File: src/rtl/mod_timer_ctrl.sv
`default_nettype none
// ============================================================================
// Module      : mod_timer_ctrl
// Description : Modulo-P timer with handshaked config, pause/stop control,
//               wrap tick and repeat-count completion (DONE until irq_ack).
// Revision    : 1.0 - initial release
// ============================================================================
module mod_timer_ctrl #(
    parameter int WIDTH = 4,
    parameter int N_DEF = 10,
    parameter int REP_W = 8
) (
    input  logic             clk,
    input  logic             rst,
    input  logic             cfg_valid,
    output logic             cfg_ready,
    input  logic [WIDTH-1:0] cfg_period,
    input  logic [REP_W-1:0] cfg_reps,
    input  logic             start,
    input  logic             stop,
    input  logic             pause,
    input  logic             irq_ack,
    output logic [WIDTH-1:0] count,
    output logic             tick,
    output logic             busy,
    output logic             done,
    output logic [1:0]       state
);

    typedef enum logic [1:0] {
        S_IDLE  = 2'd0,
        S_RUN   = 2'd1,
        S_PAUSE = 2'd2,
        S_DONE  = 2'd3
    } state_t;

    localparam logic [WIDTH-1:0] c_PERIOD_RST = (N_DEF == 0) ? WIDTH'(1) : WIDTH'(N_DEF);

    state_t           r_state,     w_state;
    logic [WIDTH-1:0] r_count,     w_count;
    logic             r_tick,      w_tick;
    logic [WIDTH-1:0] r_period,    w_period;
    logic [REP_W-1:0] r_reps,      w_reps;
    logic [REP_W-1:0] r_reps_left, w_reps_left;
    logic             w_cfg_take;
    logic             w_last;

    always_comb begin
        w_cfg_take  = cfg_valid && (r_state == S_IDLE);
        w_last      = (r_count == (r_period - WIDTH'(1)));
        w_state     = r_state;
        w_count     = r_count;
        w_tick      = 1'b0;
        w_reps_left = r_reps_left;
        // A zero period is stored as 1 so the wrap compare never underflows.
        w_period    = w_cfg_take ? ((cfg_period == '0) ? WIDTH'(1) : cfg_period) : r_period;
        w_reps      = w_cfg_take ? cfg_reps : r_reps;

        case (r_state)
            S_IDLE: begin
                if (start && !stop) begin
                    w_state     = S_RUN;
                    w_count     = '0;
                    w_reps_left = w_reps;
                end
            end
            S_RUN, S_PAUSE: begin
                if (stop) begin
                    w_state = S_IDLE;
                    w_count = '0;
                end else if (pause) begin
                    w_state = S_PAUSE;
                end else begin
                    w_state = S_RUN;
                    if (w_last) begin
                        w_count = '0;
                        w_tick  = 1'b1;
                        if (r_reps != '0) begin
                            w_reps_left = r_reps_left - REP_W'(1);
                            if (r_reps_left == REP_W'(1)) begin
                                w_state = S_DONE;
                            end
                        end
                    end else begin
                        w_count = r_count + WIDTH'(1);
                    end
                end
            end
            S_DONE: begin
                w_count = '0;
                if (irq_ack) begin
                    w_state = S_IDLE;
                end
            end
            default: begin
                w_state = S_IDLE;
                w_count = '0;
            end
        endcase
    end

    always_ff @(posedge clk or negedge rst) begin
        if (!rst) begin
            r_state     <= S_IDLE;
            r_count     <= '0;
            r_tick      <= 1'b0;
            r_period    <= c_PERIOD_RST;
            r_reps      <= '0;
            r_reps_left <= '0;
        end else begin
            r_state     <= w_state;
            r_count     <= w_count;
            r_tick      <= w_tick;
            r_period    <= w_period;
            r_reps      <= w_reps;
            r_reps_left <= w_reps_left;
        end
    end

    assign cfg_ready = (r_state == S_IDLE);
    assign busy      = (r_state == S_RUN) || (r_state == S_PAUSE);
    assign done      = (r_state == S_DONE);
    assign state     = r_state;
    assign count     = r_count;
    assign tick      = r_tick;

endmodule
`default_nettype wire

File: config.mk
export PLATFORM = sky130hd
export DESIGN_NAME = mod_timer_ctrl
export DESIGN_NICKNAME = d
export VERILOG_FILES = /design/src/rtl/mod_timer_ctrl.sv
export SDC_FILE = /design/constraint.sdc
export NUM_CORES = 1
export LEC_CHECK = 0
export CORE_MARGIN = 2
export CORE_UTILIZATION = 35
export DETAILED_ROUTE_END_ITERATION = 12
export PLACE_DENSITY = 0.54
export REMOVE_ABC_BUFFERS = 1
export SLEW_MARGIN = 20
export SYNTH_ARGS = -nofsm -noshare
export SYNTH_HDL_FRONTEND = slang
export SYNTH_SLANG_ARGS = --single-unit
File: constraint.sdc
create_clock -name clk -period 2.5 [get_ports clk]
set_input_delay 0.5 -clock clk [delete_from_list [all_inputs] [get_ports clk]]
set_output_delay 0.5 -clock clk [all_outputs]
set_load 0.05 [all_outputs]
# Word level (Yosys, flattened, before mapping)
# Cells that the tools add are included.
[word_totals]
in_bits = 19
regBits = 27
output_inout_bits = 10
[op_classes]
addsub = 3
eq_ne = 12
reduce_logical = 12
n_mux = 25
[op_table]
columns = ["cell", "n"]
rows = [
  ["8-bit 2-to-1 mux", 6],
  ["4-bit 2-to-1 mux", 5],
  ["8-bit one-hot mux with 2 select lines", 1],
  ["2-bit 2-to-1 mux", 7],
  ["4-bit one-hot mux with 3 select lines", 1],
  ["2-bit != test (second input constant)", 5],
  ["8-bit by 1-bit == test with 1-bit output (second input constant)", 1],
  ["8-bit nonzero test", 1],
  ["8-bit by 1-bit subtractor with 8-bit output (second input constant)", 1],
  ["2-bit one-hot mux with 3 select lines", 1],
  ["6-bit AND reduction", 1],
  ["4-bit by 1-bit adder with 4-bit output (second input constant)", 1],
  ["2-bit == test (second input constant)", 2],
  ["4-bit == test", 1],
  ["4-bit zero test", 1],
  ["1-bit 2-to-1 mux", 4],
  ["2-bit AND reduction", 2],
  ["4-bit by 1-bit subtractor with 4-bit output (second input constant)", 1],
  ["3-bit != test (second input constant)", 1],
  ["2-bit by 1-bit == test with 1-bit output (second input constant)", 1],
  ["1-bit logical AND", 2],
  ["2-bit zero test", 1],
  ["2-bit by 1-bit != test with 1-bit output (second input constant)", 1],
  ["2-bit nonzero test", 1],
  ["other kinds (3)", 3],
]

# Longest topological paths before layout
[depth]
depth_word = 7
ltp_mapped = 9
depth_no_buf = 7

# Worst setup path after synthesis
# Ideal clock, no wire load.
[synth_path]
path_kind = "register -> register"
from = "reg r_state[0] (netlist: state[0])"
to = "reg r_reps_left[5]"
period_less_slack_ns = 2.589
t_arrival_ns = 2.452
slack_ns = -0.089
n_path_buf = 2
stages_incl_launch_ff = 10
cell_sequence = "dfrtp_1 inv_1 ha_1 clkbuf_1 nand2b_1 a22oi_1 buf_2 o21ai_0 a22oi_1 o311ai_1"
[synth_via]
elab_chain_cells = 5
word_cells_on_any_way = 15
cone_classes = "eq/ne (7); mux (3); reduce/logical (5)"
[synth_rtl]
columns = ["element", "line", "rtl"]
rows = [
  ["start, declared", "39", "state_t r_state, w_state;"],
  ["start signal, assigned", "111", "r_state <= w_state;"],
  ["2-bit zero test", "49, 59", ""],
  ["1-bit logical AND", "49", "w_cfg_take = cfg_valid && (r_state == S_IDLE);"],
  ["8-bit 2-to-1 mux", "57", "w_reps = w_cfg_take ? cfg_reps : r_reps;"],
  ["8-bit 2-to-1 mux", "61", "if (start && !stop) begin"],
  ["8-bit one-hot mux with 2 select lines", "59", "case (r_state)"],
  ["end signal, assigned", "116", "r_reps_left <= w_reps_left;"],
  ["end, declared", "44", "logic [REP_W-1:0] r_reps_left, w_reps_left;"],
]
# Parallel ways exist; a longest one is shown, timed or not. The select of a mux whose other input is x is not followed.
# A chain may end at the register's enable or synchronous reset.

# Final worst setup path
[layout_path]
from = "reg r_state[0] (netlist: state[0])"
to = "out done"
[layout_via]
elab_chain_cells = 1
[layout_rtl]
columns = ["element", "line", "rtl"]
rows = [
  ["2-bit == test", "122", "assign done = (r_state == S_DONE);"],
  ["end, declared", "26", "output logic done,"],
]
# No other way between the ends.

==> metrics list <==
- Result of the run: complete, no violations
- Count of clock tree sinks: 27
- Overall routed net length: between 3000 and 4000 µm
- Based on the critical path, the design can be clocked at up to ~440 MHz.
- Timing analysis after detailed placement gives a worst setup slack of between 0.2 and 0.3 ns.
* Number of antenna violations at the first check in global routing: 0
- At the pin with the least slew margin, the transition time is 0.565 ns.
* Clock Root Buffer: clkbuf_8
- Cell-by-cell trace of the critical path: ha_1, clkdlybuf4s50_1
- The post-route netlist has 15.6% of its cells at a drive strength greater than 1.
- Dominant cell type by area after synthesis: dfrtp_1
- TritonCTS built the clock tree.
- Once placement completed, the tool counted placed cells totaling 234.
- In this run, the number of DRC markers left after iteration 0 of detailed routing was between 40 and 50.
- EDFF count, synth: 0
- Of the total synthesized cell area, the portion taken by full adders, half adders and majority gates is roughly 5.5%.
- For this design the ratio of total power to cell area is roughly 1200 nW/µm².
* Most crowded layer after global routing: met2
- Per report_power, the combinational group accounts for 56.9% of the total.
- After synthesis, the mean cell area works out to ~10 µm².
* Fraction of power consumed by sequential logic: between 30% and 40%
* Number of standard-cell rows in the floorplan: 24
- Of all flip-flops after synthesis, the portion carrying an async set or reset was 100%.
- Routing usage on met2: 25.4%
* Maximum buffer depth of the clock tree: 2
- Average wire length per cell after detail routing: 15.3 µm
- Via density per instance: 5.30
* Nature of the critical path endpoint: primary output
* Max-cap violations: 0
* Via count of the first global-routing pass: 1228
- The cell count after synthesis came out at between 150 and 200.
* Post-synthesis share of cell area spent on and, or, nand and nor gates: between 15 and 20%
* Post-synthesis instance area: 1590 µm²
- Synth Area in XOR/XNOR: 6.37%
* Worst setup slack after layout: roughly 0.21 ns
* Pin count of the biggest net entering global routing: 28
- Area fraction in compound gates after synthesis: 14.8%
- The area growth from synthesis to layout is 24.8%.
- Dominant synthesized flop cell: dfrtp_1
* Peak supply drop: around 0.56 mV
- Cell internal pwr: 1.34 mW
- The congestion estimate from routability-driven global placement came to 0.782.
* Most used standard cell by instance count after synthesis: dfrtp_1
* Wire length of the first global-routing pass: just under 6000 µm
- Cell variety after synth: 40
- The first detailed-routing pass ran for 4 iterations.
- Clock-pin slew was measured on the worst setup and hold paths at 0.09 ns.
- Part of the power in the clock network: 10.4%
- Die width: 71.4 µm
* GR met3 Demand/Resource: under 10%
- After detailed routing, the number of remaining DRC violations is 0.
- Clock Skew: between 0.002 and 0.003 ns
* Arr. time, crit path: 1.79 ns
* Maximum fanout along the worst path: 5
* Detail Route Antenna Nets: 0
- STA classifies the critical path startpoint as a flop.
- Worst max-slew margin expressed relative to the limit: 62.2%
* Unrepaired setup endpoints after global routing: no
- Class of the worst hold path: reg -> reg
- Once placement finished, the instance area stood at between 1500 and 2000 µm².
- Starting density of the core: 36.6%
- The final number of max-transition violations is 0.
- Counting the fill cells in the layout gives 402.
* Share of the synthesized area in the top cell type: 39.3%
- Vias after detailed routing: ~1300
- Finished layout cell area: about 2000 µm²
- Post-CTS resize count: 0
* Number of endpoints failing setup at the final stage: 0
- The portion of synthesized area spent on multiplexers is 10.3%.
* Leakage power of the design: between 0.8 and 0.9 nW
* Cell Count, Final, Fillers Out: ~240
* Top area cells in the synthesized netlist: dfrtp_1, mux2_2, ha_1
* Util after Layout: 45.6%
- Total Die Area: 5100 µm²
- Crit path largest cell delay: 0.83 ns
- Total setup buffers inserted after CTS: 0
- Gr ovfl total: 0
- Clk Latency, worst-skew pair: 0.28 ns
- TritonCTS created 3 clock buffers.
* Count of endpoints failing hold in the final timing report: 0
* Number of antenna repair diodes: 0
- Setup total negative slack on the finished layout was measured at 0 ns.
* Worst reg2reg path depth: 6
- Synthesized flop and latch total: 27
- After floorplanning, the core was sized to cover 4350 µm².
- By area, the combinational part of the netlist is dominated by simple AND/OR/NAND/NOR gates.
- Global routing used 19.2% of the available met1 tracks.
- Data on the critical path is required at its endpoint by 2.00 ns.
* Tot GR Track Use: 14.9%
- Buffers placed on the I/O ports in this run total 28.
- Measured along the y axis, the die boundary spans between 70 and 80 µm.
- For this design, the slowest cell found on the critical path is clkdlybuf4s50_1.
* Total number of H-tree levels: 1
- The share of the Yosys chip area taken by registers is a little over two fifths.
- Hold path depth: 1
* Final worst-path cycle share: 91.5%
* Kind of critical path: reg -> out
- In this run the count of I/O pins placed on the die edge is 29.
* CTS Hold Buffers Added: 0
* Yosys warning total: 0
- Detailed Place HPWL: 2790 µm
- NetSw: 1.14 mW
* Final critical-path required period: 2.29 ns
- The net count of the finished layout is between 200 and 250.
- By count the netlist is led by dfrtp_1, nand2_1, inv_1.
- Net switching is 46.1% of the power.
[power groups by stage]
stage	combinational (mW)	clock [mW]	sequential, mW
after floorplan	0.955	0	0.873
after global placement	1.38	0	0.814
after detailed placement	1.41	0	0.822
after CTS	1.42	0.265	0.814
after global routing	1.54	0.282	0.844
final	1.41	0.257	0.813
[final timing paths]
check,start,to,slack (ns)
max in group asynchronous,rst,r_period[3],1.60
hold / removal,r_reps[5],r_reps[5],0.54
hold reg to reg,r_reps[5],r_reps[5],0.54
min in group asynchronous,rst,state[0],0.58
setup / recovery,state[0],done,0.21
setup reg to reg,state[0],r_reps_left[7],0.35
[worst max-delay path: cells and delay by family, from the launching register on]
kind / cells / cell delay [ns]
flip-flops: 1 / 0.44
buffers and inverters: 1 / 0.83
adder cells (fa/ha/maj): 1 / 0.24
[cells in the final DEF (no fill, tap or decap), types with 3 or more instances in the layout]
cell             count
o22ai_1              3
a22oi_1              4
dfrtp_1             25
nor3_1               5
mux2i_1              4
a31oi_1              3
mux2_2              11
nand2b_1             3
nor2_1               6
clkbuf_8             3
o21ai_0              5
nand2_1             16
a21oi_1              8
nand3_1              7
ha_1                 7
clkdlybuf4s50_1     26
inv_1               12
buf_4                5
[through the flow]
stage	power [mW]	hold slack, ns
final	2.48	0.540
after global placement	2.20	0.510
after detailed placement	2.23	0.518
after CTS	2.50	0.541
after global routing	2.66	0.564
after floorplan	1.83	0.204
[metal layers]
| layer | up-vias | wire [µm] |
|---|---|---|
| met4 | 0 | 40 |
| li1 | 620 | - |
| met5 | - | 0 |
| met2 | 32 | 1840 |
| met1 | 605 | 1580 |
| met3 | 5 | 178 |
[logic make-up after synthesis]
logic type      Yosys count
simple gates             50
compound gates           33
flops                    27
buf+inv                  15
mux                      15
xor+xnor                  7
fa+ha+maj                 7
[sequential cells by signal, indices dropped and copies added (netlist names)]
register	cells
r_reps	8
r_reps_left	8
count	4
r_period	4
state	2
tick	1
[layout make-up]
class                           instances  area [µm²]  area share, %
Multi-Input combinational cell        112         855           43.0
Sequential cell                        27         678           34.1
Clock inverter                          1        5.00          0.252
Inverter                               12        45.0           2.27
Timing Repair Buffer                   31         298           15.0
Clock buffer                            3        41.3           2.08
Tap cell                               52        65.1           3.27
(Power assumes the default switching activity.)
